## config.mk

```make
export PLATFORM = sky130hd
export DESIGN_NAME = iq_pair_reader
export DESIGN_NICKNAME = d
export VERILOG_FILES = /design/src/rtl/iq_pair_reader.sv
export SDC_FILE = /design/constraint.sdc
export NUM_CORES = 1
export LEC_CHECK = 0
export ABC_AREA = 1
export CELL_PAD_IN_SITES_DETAIL_PLACEMENT = 1
export CELL_PAD_IN_SITES_GLOBAL_PLACEMENT = 2
export CORE_MARGIN = 2
export CORE_UTILIZATION = 27
export DETAILED_ROUTE_END_ITERATION = 8
export PLACE_DENSITY_LB_ADDON = 0.1
export SETUP_SLACK_MARGIN = 0.5
export SLEW_MARGIN = 20
export SYNTH_ARGS = -nofsm -noshare
export SYNTH_HDL_FRONTEND = slang
export SYNTH_SLANG_ARGS = --single-unit
```

## constraint.sdc

```tcl
create_clock -name clk -period 1.6 [get_ports clk]
set_input_delay 0.24 -clock clk [delete_from_list [all_inputs] [get_ports clk]]
set_output_delay 0.24 -clock clk [all_outputs]
set_load 0.005 [all_outputs]
```

## src/rtl/iq_pair_reader.sv

```systemverilog
// iq_pair_reader: pops 16-bit I then Q words from a first-word-fall-through FIFO and
// packs them into {I, Q} frames held in a single-entry valid/ready output register.
// Also provides sync-driven pair re-alignment, a wrapping frame counter and a
// saturating mid-pair underrun counter.
module iq_pair_reader #(
    parameter int unsigned DATA_WIDTH = 16,
    parameter int unsigned CNT_WIDTH  = 16
) (
    input  logic                    clk,
    input  logic                    reset,
    input  logic                    enable_i,
    input  logic                    sync_i,
    input  logic [DATA_WIDTH-1:0]   fifo_data_i,
    input  logic                    fifo_empty_i,
    output logic                    fifo_rd_en_o,
    output logic [2*DATA_WIDTH-1:0] frame_data_o,
    output logic                    frame_valid_o,
    input  logic                    frame_ready_i,
    output logic [CNT_WIDTH-1:0]    frame_cnt_o,
    output logic [CNT_WIDTH-1:0]    underrun_cnt_o,
    output logic                    busy_o
);

    typedef enum logic {
        StGetI = 1'b0,
        StGetQ = 1'b1
    } state_e;

    state_e                    r_state;
    state_e                    w_state_next;
    logic [DATA_WIDTH-1:0]     r_i_word;
    logic [2*DATA_WIDTH-1:0]   r_frame_data;
    logic                      r_frame_valid;
    logic [CNT_WIDTH-1:0]      r_frame_cnt;
    logic [CNT_WIDTH-1:0]      r_underrun_cnt;
    logic                      w_slot_free;
    logic                      w_pop_i;
    logic                      w_pop_q;
    logic                      w_underrun;

    // Pop decode and next-state selection; sync_i overrides any pop or transition.
    always_comb begin
        w_state_next = r_state;
        w_slot_free  = !r_frame_valid || frame_ready_i;
        w_pop_i      = 1'b0;
        w_pop_q      = 1'b0;
        w_underrun   = 1'b0;
        unique case (r_state)
            StGetI: begin
                w_pop_i = enable_i && !fifo_empty_i && !sync_i;
                if (w_pop_i) begin
                    w_state_next = StGetQ;
                end
            end
            StGetQ: begin
                // enable_i is deliberately ignored here so a started pair always completes.
                w_pop_q    = !fifo_empty_i && !sync_i && w_slot_free;
                w_underrun = fifo_empty_i && !sync_i;
                if (w_pop_q) begin
                    w_state_next = StGetI;
                end
            end
            default: w_state_next = StGetI;
        endcase
        if (sync_i) begin
            w_state_next = StGetI;
        end
    end

    // State register and half-pair I word; sync drops the held I word.
    always_ff @(posedge clk) begin
        if (reset) begin
            r_state  <= StGetI;
            r_i_word <= '0;
        end else begin
            r_state <= w_state_next;
            if (sync_i) begin
                r_i_word <= '0;
            end else if (w_pop_i) begin
                r_i_word <= fifo_data_i;
            end
        end
    end

    // Output slot: a load wins over a drain in the same cycle, so valid stays high.
    always_ff @(posedge clk) begin
        if (reset) begin
            r_frame_data  <= '0;
            r_frame_valid <= 1'b0;
        end else if (w_pop_q) begin
            r_frame_data  <= {r_i_word, fifo_data_i};
            r_frame_valid <= 1'b1;
        end else if (r_frame_valid && frame_ready_i) begin
            r_frame_valid <= 1'b0;
        end
    end

    // Diagnostic counters: frames wrap, underrun cycles saturate at all-ones.
    always_ff @(posedge clk) begin
        if (reset) begin
            r_frame_cnt    <= '0;
            r_underrun_cnt <= '0;
        end else begin
            if (w_pop_q) begin
                r_frame_cnt <= r_frame_cnt + CNT_WIDTH'(1);
            end
            if (w_underrun && (r_underrun_cnt != {CNT_WIDTH{1'b1}})) begin
                r_underrun_cnt <= r_underrun_cnt + CNT_WIDTH'(1);
            end
        end
    end

    assign fifo_rd_en_o   = w_pop_i || w_pop_q;
    assign frame_data_o   = r_frame_data;
    assign frame_valid_o  = r_frame_valid;
    assign frame_cnt_o    = r_frame_cnt;
    assign underrun_cnt_o = r_underrun_cnt;
    assign busy_o         = (r_state == StGetQ);

endmodule

```

==> results.cfg, run 1 <==
[placement]
gp_congestion = 0.766
dp_hpwl_um = 7810
dp_cells = 762
numPortBuffers = 88

[synthesis]
ys_types = 25
synth_compound_area_share_pct = 10.9
synth_area_um2 = 3530
synthCells = 495
synth_top_cell_area_share_pct = 46.5
netlist_top_cells_count = 143 x nand2_1, 82 x dfxtp_1, 77 x nor2_1
ys.flop_type = dfxtp_1
synth_top_family_by_area = simple AND/OR/NAND/NOR gates
synth_xor_area_share_pct = 0.248
synth.most_common_cell = nand2_1
synth_seq_cells = 82
synth_edf_count = 0
yosysTopAreaCell = dfxtp_1
yosys.area_share.adder_pct = 0.709
syn_avg_cell_area_um2 = 7.13
yosysSeqAreaShare_pct = 46.5
synthSimpleGateAreaFrac_pct = 34.3
synth_nets = 519
yosysWarningCount = 0
synthMuxAreaShare_pct = 0
async_reset_ff_share_pct = 0
synthTopCellsByArea = dfxtp_1 46%, nand2_1 15%, a21oi_1 8.4%, nor2_1 8.2%, nand3_1 3.7%

[timing]
hold_violations = 0
finalCritPeriodShare_pct = 84.3
setup_viol = 0
rsz0062_at_grt = true
fin_worst_skew_ps = 7.72
worstMarginPinSlew_ps = 531
final.min_clock_period_ps = 1350
clock.fmax_mhz = 741
slew_headroom_pct = 64.6
finalSetupTns_ps = 0
finalMaxSlewViolations = 0

[routing]
vias = 3977
dr.pass1.iters = 4
viasPerCell = 4.66
wl_per_cell_um = 16.2
wl_um = 13800
drc = 0
dr.first_iter.drc_count = 106
ant_nets = 0

[layout]
utilization_pct = 54.2
areaGrowthSynthToFinish_pct = 94.3
diodes = 0
finalNonFillerCells = 853
drive_above_1_share_pct = 64.9
nets = 700

[worst_setup_path]
worst_ep_arrival_time_ps = 1110
critical_path_class = input port to output pin
cp.required_ps = 1360
r2r_cells = 9
critPathMaxFanout = 2
end_kind = output pin
r2r_slack_ps = 260
rr_endpoint = frame_data_o[17]$_SDFFE_PP0P_
r2r-start = frame_valid_o$_SDFFE_PP0P_
cp-start-kind = input port

[run]
maxCapViolations = 0

[die]
ioPinCount = 89
rows = 41
die_area_um2 = 14000
die_y_um = 118
initial_core_util_pct = 27.9
core_um2 = 12700
fp.dieW_um = 118

[cts]
cts_tree = yes
numCtsBuffers = 9
clk_pin_slew_ps = 60
clock_path_buffers = 2
clkLatencyLatePin_ps = 350
cts_hold_buf = 0
clkSinkCount = 82
htreeDepth = 3
clockRootBuffer = clkbuf_16

[worst_hold_path]
hold_class = input port to flop
holdPathStages = 2
hold_path.startpoint = reset
hold_end = frame_cnt_o[11]$_SDFFE_PP0P_

[power]
p_total_uw = 4670
powerDensity_nw_per_um2 = 681
vdd_ir_drop_max_mv = 0.505
power.leakage_uw = 0.00302

[global_routing]
grt.total_usage_pct = 19.2
grt_first_pass_wirelength_um = 21200
grt_pass1_vias = 4169
grt_max_degree = 31
overflow = 0
antenna_found_initial = 0

[status]
status = finished clean
## where the power goes
group | switching, µW | internal, µW
sequential | 14.2 | 2020
clock | 953 | 1380
combinational | 167 | 134
## logic make-up (layout without fill, tap and decap cells)
group / count (synthesis) / in the layout
AOI/OAI and AO/OA: 77 / 77
adders and majority gates: 2 / 2
xor gates and xnor gates: 1 / 1
and+or+nand+nor: 279 / 279
DFF: 82 / 82
buffers and inverters: 54 / 240
## state kept, by name, indices dropped and copies added, names as in the netlist
register and cells:
frame_data_o 32, frame_cnt_o 16, r_i_word 16, underrun_cnt_o 16
busy_o 1, frame_valid_o 1
## timing repair
action	4_1_cts	5_1_grt
cloned	9	1
resized for setup	518	141
buffers inserted	56	9
pin swaps	56	54
endpoints found under the setup margin	149	103
## cells in the final DEF (no fill, tap or decap), types with 19 or more instances in the layout
cell type  Yosys  layout
nand3_1       26      19
nand2_4        0      47
nor2_4         2      19
nand2_1      143      75
buf_6          5      48
dfxtp_2        0      47
nor2_1        77      53
inv_1         32      27
dfxtp_4        0      19
buf_4          3      44
buf_2          5      52
nand2_2        1      22
a21oi_2        0      49
## routing by layer
layer  track usage [%]  wire length [µm]  vias to the layer above  part of all wire, %
met4              7.30               205                        0                  1.5
met3              4.58               552                       13                  4.0
met1              21.2              5720                     1942                   41
met5                 0                 0                        -                    0
met2              35.1              7310                       63                   53
li1                  -                 -                     1959                    -
## per-stage QoR
step           hold WS, ps  worst slack, ps  area [µm²]
4_1_cts                283              264        6240
3_3_place_gp           445             -261        4840
3_5_place_dp           456             -273        4840
2_1_floorplan          383              377        3680
6_report               302              251        6860
5_1_grt                326              183        6860
## worst max-delay path by stage
stage                                   start                               to  cells past startpoint
6_report                             enable_i                     fifo_rd_en_o                      4
5_1_grt                     busy_o$_SDFF_PP0_  underrun_cnt_o[15]$_SDFFE_PP0P_                      7
3_3_place_gp                           sync_i                     fifo_rd_en_o                      5
4_1_cts                     busy_o$_SDFF_PP0_                     fifo_rd_en_o                      3
2_1_floorplan  underrun_cnt_o[1]$_SDFFE_PP0P_   underrun_cnt_o[3]$_SDFFE_PP0P_                      7
3_5_place_dp                     fifo_empty_i                     fifo_rd_en_o                      5
## cell type report
| type | count | area [µm²] |
|---|---|---|
| timing repair buffer | 189 | 1850 |
| timing repair inverter | 1 | 16.3 |
| fill | 1456 | 5810 |
| multi-input combinational | 359 | 2530 |
| sequential | 82 | 1770 |
| inverter | 34 | 150 |
| tap | 172 | 215 |
| clock inverter | 7 | 98.8 |
| clock buffer | 9 | 225 |
## worst max-delay path, cell delays in order
cell,delay [ps]
clkdlybuf4s50_1,550
nand3_2,130
nand2_2,90
buf_6,100
(Power assumes the default switching activity.)
==> run 2, diff against run 1 <==
==> constraint.sdc (replaced) <==
create_clock -name clk -period 1.25 [get_ports clk]
set_input_delay 0.1875 -clock clk [delete_from_list [all_inputs] [get_ports clk]]
set_output_delay 0.1875 -clock clk [all_outputs]
set_load 0.005 [all_outputs]
==> run 2 against run 1 <==
  * The flow now finishes with violations (negative setup slack)
  * Die area did not move
  * Setup slack worse by 440 ps
  * Worst hold slack improved by 50 ps
  * Critical path type is now flop to flop
  * Critical endpoint is now frame_cnt_o[4]$_SDFFE_PP0P_
  * Largest power group unchanged
==> results.cfg, run 2 (same netlist as run 1, synthesis figures left out) <==
[layout]
diodes = 0
areaGrowthSynthToFinish_pct = 112
layout.cells.most_common_list = 86 x buf_6, 80 x nand2_1, 76 x buf_4
drive_above_1_share_pct = 68.7
finalNonFillerCells = 887
nets = 734
largest_register_ff_count = 32
layout_commonest_cell = buf_6

[status]
status = finished, violations left
violations = negative setup slack

[worst_setup_path]
critical_path_class = flop to flop
critPathMaxFanout = 7
slowest_stage = dfxtp_4
worstPathCellList = buf_6 > nand3_4 > buf_12 > buf_12 > buf_12 > nor2_4 > xnor2_2 > nor2_1
cp-start-kind = flop
end_kind = flop
r2r_cells = 8
slowest_delay_ps = 390
cpMostUsedCell = buf_12
cp.required_ps = 1480
worst_ep_arrival_time_ps = 1670
r2r_slack_ps = -190
rr_endpoint = frame_cnt_o[4]$_SDFFE_PP0P_
r2r-start = busy_o$_SDFF_PP0_

[timing]
clock.fmax_mhz = 695
finalCritPeriodShare_pct = 115
rsz0062_at_grt = true
slew_headroom_pct = 67.0
setup_viol = 62
fin_worst_skew_ps = 7.51
worstMarginPinSlew_ps = 494
final.setup.worst_slack_ps = -189
hold_violations = 0
finalMaxSlewViolations = 0
final.min_clock_period_ps = 1440

[placement]
dp_hpwl_um = 8420
numPortBuffers = 88
dp_cells = 779
gp_congestion = 0.775

[die]
core_um2 = 12700
ioPinCount = 89
rows = 41
fp.dieW_um = 118
initial_core_util_pct = 27.9
die_area_um2 = 14000
die_y_um = 118

[power]
powerDensity_nw_per_um2 = 774
p_seq_share_pct = 44.7
p_clk_share_pct = 47.9
p_comb_share_pct = 7.4
p_sw_uw = 1450
p_sw_share_pct = 25.1
p_total_uw = 5790
power.leakage_uw = 0.00294
vdd_ir_drop_max_mv = 0.494
p_int_uw = 4330

[cts]
clk_pin_slew_ps = 60
numCtsBuffers = 9
clkSinkCount = 82
clkLatencyLatePin_ps = 350
cts_tree = yes
clockRootBuffer = clkbuf_16
htreeDepth = 3
cts_hold_buf = 0
clock_path_buffers = 2

[worst_hold_path]
hold_path.startpoint = reset
hold_class = input port to flop
holdPathStages = 3
hold_end = frame_data_o[24]$_SDFFE_PP0P_

[run]
maxCapViolations = 0

[global_routing]
overflow = 0
grt.total_usage_pct = 20.3
grt_max_degree = 30
grt_pass1_vias = 4257
antenna_found_initial = 0
grt_first_pass_wirelength_um = 22300

[routing]
viasPerCell = 4.66
wl_um = 15300
dr.first_iter.drc_count = 101
ant_nets = 0
dr.pass1.iters = 5
wl_per_cell_um = 17.2
vias = 4130
drc = 0
[run 2: cell count changes in the layout (fill, tap and decap cells not counted), sizes merged]
cell,delta
dlygate4sd2,-2
clkdlybuf4s50,+1
bufinv,-1
clkinvlp,+1
buf,+35
clkinv,+3
inv,-3
[run 2: repair_timing]
| item | 4_1_cts | 5_1_grt |
|---|---|---|
| cloned | 7 | 2 |
| buffers inserted | 52 | 31 |
| pin swaps | 32 | 38 |
| setup endpoints to repair | 149 | 149 |
| resized for setup | 537 | 154 |
[run 2: power by group through the flow]
stage	Combinational [µW]	Clock (µW)	Sequential (µW)
floorplan	117	0	2680
global placement	257	0	2690
detailed placement	261	0	2690
CTS	342	2830	2600
global route	456	2990	2590
finish	426	2770	2590
[run 2: per-layer routing]
layer	global-route usage (%)	up-vias	routed length (µm)
met5	0	-	0
met4	7.08	0	249
met3	4.44	19	640
met2	38.1	72	8650
met1	22.2	2016	5730
li1	-	2023	-
[run 2: through the flow]
stage	area, µm²	utilization (%)	setup slack, ps	hold WS, ps	TNS (ps)
2_1_floorplan	3760	-	26.6	330	0
3_3_place_gp	5060	39.9	-528	452	-34840
3_5_place_dp	5060	39.9	-558	458	-37720
4_1_cts	6560	51.7	-151	320	-4290
5_1_grt	7470	59.0	-259	354	-11080
6_report	7470	59.0	-189	352	-7260
[run 2: worst max path at each step]
| stage | end | slack, ps | from |
|---|---|---|---|
| global placement | fifo_rd_en_o | -530 | fifo_empty_i |
| global route | frame_cnt_o[4]$_SDFFE_PP0P_ | -260 | busy_o$_SDFF_PP0_ |
| finish | frame_cnt_o[4]$_SDFFE_PP0P_ | -190 | busy_o$_SDFF_PP0_ |
| detailed placement | frame_cnt_o[9]$_SDFFE_PP0P_ | -560 | fifo_empty_i |
| floorplan | underrun_cnt_o[4]$_SDFFE_PP0P_ | 30 | underrun_cnt_o[1]$_SDFFE_PP0P_ |
| CTS | underrun_cnt_o[0]$_SDFFE_PP0P_ | -150 | underrun_cnt_o[1]$_SDFFE_PP0P_ |
[run 2: worst max-delay path, delay by kind of cell (launching register included)]
kind	cells	cell delay, ps
xor gates and xnor gates	1	120
DFF	1	390
buffers and inverters	4	550
and+or+nand+nor	3	250
[run 2: area by class of cell]
type	instances	area, µm²
sequential	82	1790
timing repair buffer	223	2330
fill	1396	5200
timing repair inverter	1	30.0
clock inverter	7	77.6
inverter	34	188
multi-input combinational	359	2620
clock buffer	9	225
tap	172	215
==> run 3, diff against run 2 <==
--- a/config.mk
+++ b/config.mk
@@ -8,12 +8,12 @@
 export ABC_AREA = 1
 export CELL_PAD_IN_SITES_DETAIL_PLACEMENT = 1
 export CELL_PAD_IN_SITES_GLOBAL_PLACEMENT = 2
-export CORE_MARGIN = 2
+export CORE_ASPECT_RATIO = 1.1
+export CORE_MARGIN = 8
 export CORE_UTILIZATION = 27
 export DETAILED_ROUTE_END_ITERATION = 8
 export PLACE_DENSITY_LB_ADDON = 0.1
 export SETUP_SLACK_MARGIN = 0.5
-export SLEW_MARGIN = 20
 export SYNTH_ARGS = -nofsm -noshare
 export SYNTH_HDL_FRONTEND = slang
 export SYNTH_SLANG_ARGS = --single-unit
==> run 3 against run 2 <==
  * The run still ends with negative setup slack left
  * Clock power fell by 6%
  * Flip-flop and latch count is the same
  * Utilization down 2.7 points
  * Clock skew about the same
  * Clock-buffer cell count rose by 2
  * Critical path type unchanged
==> results.cfg, run 3 (same netlist as run 1, synthesis figures left out) <==
[routing]
ant_nets = 0
wl_per_cell_um = 16.5
dr.first_iter.drc_count = 156
wl_um = 14400
dr.pass1.iters = 4
drc = 0
viasPerCell = 4.73
vias = 4118

[cts]
numCtsBuffers = 9
clock_path_buffers = 2
clkLatencyLatePin_ps = 350
htreeDepth = 3
clockRootBuffer = clkbuf_16
clkSinkCount = 82
cts_tree = yes
clk_pin_slew_ps = 70

[worst_setup_path]
worst_ep_arrival_time_ps = 1600
r2r_cells = 8
r2r_slack_ps = -120
cp.required_ps = 1480
cp-start-kind = flop
critical_path_class = flop to flop
r2r-start = busy_o$_SDFF_PP0_
critPathMaxFanout = 12
end_kind = flop
rr_endpoint = frame_cnt_o[4]$_SDFFE_PP0P_

[placement]
dp_slack_ps = -540
place_area_um2 = 5110
dp_hpwl_um = 8670
numPortBuffers = 88
gp_congestion = 0.752
dp_cells = 775

[timing]
fin_worst_skew_ps = 7.32
setup_viol = 64
rsz0062_at_grt = true
whs_ps = 85.7
hold_violations = 0
finalCritPeriodShare_pct = 110
final.min_clock_period_ps = 1370
finalMaxSlewViolations = 0
final.setup.worst_slack_ps = -119
slew_headroom_pct = 76.5
worstMarginPinSlew_ps = 353
clock.fmax_mhz = 730

[die]
initial_core_util_pct = 27.2
fp.dieW_um = 125
die_area_um2 = 17000
core_um2 = 13000
die_y_um = 136
rows = 44
ioPinCount = 89

[layout]
multi_input_area_um2 = 2540
finalNonFillerCells = 871
design_area_um2 = 7310
fillers = 1471
areaGrowthSynthToFinish_pct = 107
register_area_um2 = 1770
layout_commonest_cell = buf_6
largest_register_ff_count = 32
nets = 729
drive_above_1_share_pct = 68.0
layout.cells.most_common_list = 100 x buf_6, 77 x nand2_1, 64 x buf_4
diodes = 0

[global_routing]
grt_pass1_vias = 4421
grt_max_degree = 25
overflow = 0
grt.total_usage_pct = 16.6
grt_first_pass_wirelength_um = 22500
antenna_found_initial = 0

[worst_hold_path]
hold_end = underrun_cnt_o[0]$_SDFFE_PP0P_
hold_path.startpoint = reset
holdPathStages = 2
hold_class = input port to flop

[run]
maxCapViolations = 0

[status]
status = finished, violations left
violations = negative setup slack

[power]
power.leakage_uw = 0.00307
vdd_ir_drop_max_mv = 0.529
powerDensity_nw_per_um2 = 766
[run 3: cell count changes in the layout (fill, tap and decap cells not counted), sizes merged]
cell and delta:
inv +4, buf -5, clkinv -5, clkbuf +2
bufinv -1
[run 3: worst max-delay path, cell delays in order (launching register included)]
cell and delay (ps):
dfxtp_4 370, buf_12 110, nand3_4 90, buf_8 150, buf_4 130, buf_12 140, nor2_4 90, xnor2_2 110
nor2_1 50
[run 3: area by class of cell]
type | instances | share of cell area, %
clock buffers | 11 | 3.32
clock inverters | 5 | 0.496
inverters | 34 | 2.16
multi-input cells | 359 | 34.7
flip-flops and latches | 82 | 24.2
well taps | 161 | 2.75
repair buffers | 218 | 32.2
repair inverters | 1 | 0.222
[run 3: through the flow]
stage | power [µW] | TNS, ps | util [%]
final | 5600 | -3390 | 56.3
after global routing | 5780 | -7520 | 56.3
after CTS | 5620 | -2010 | 51.1
after detailed placement | 2950 | -34510 | 39.3
after global placement | 2950 | -32620 | 39.3
after floorplan | 2800 | 0 | -
[run 3: what timing repair did]
item / 4_1_cts / 5_1_grt
hold buffers: 0 / 0
pin swaps: 46 / 45
endpoints found under the setup margin: 149 / 149
resized for setup: 540 / 124
setup buffers: 52 / 20
gates cloned: 7 / 1
[run 3: metal layers]
layer  up-vias  share of wire, %  track usage (%)
met2        70                55             31.8
li1       2013                 -                -
met4         0               1.7             7.38
met1      2020                39             16.9
met3        15               4.3             3.92
met5         -                 0                0
[run 3: worst max path at each step]
stage | from | endpoint | slack [ps]
floorplan | underrun_cnt_o[1]$_SDFFE_PP0P_ | underrun_cnt_o[4]$_SDFFE_PP0P_ | 30
global placement | sync_i | fifo_rd_en_o | -540
detailed placement | sync_i | fifo_rd_en_o | -540
CTS | busy_o$_SDFF_PP0_ | underrun_cnt_o[15]$_SDFFE_PP0P_ | -110
global route | busy_o$_SDFF_PP0_ | frame_cnt_o[13]$_SDFFE_PP0P_ | -190
finish | busy_o$_SDFF_PP0_ | frame_cnt_o[4]$_SDFFE_PP0P_ | -120
[run 3: power by group]
group          total (µW)  internal, µW  switching [µW]
Sequential           2610          2590            15.6
Clock                2600          1410            1180
Combinational         401           186             215
Total                5600          4190            1410
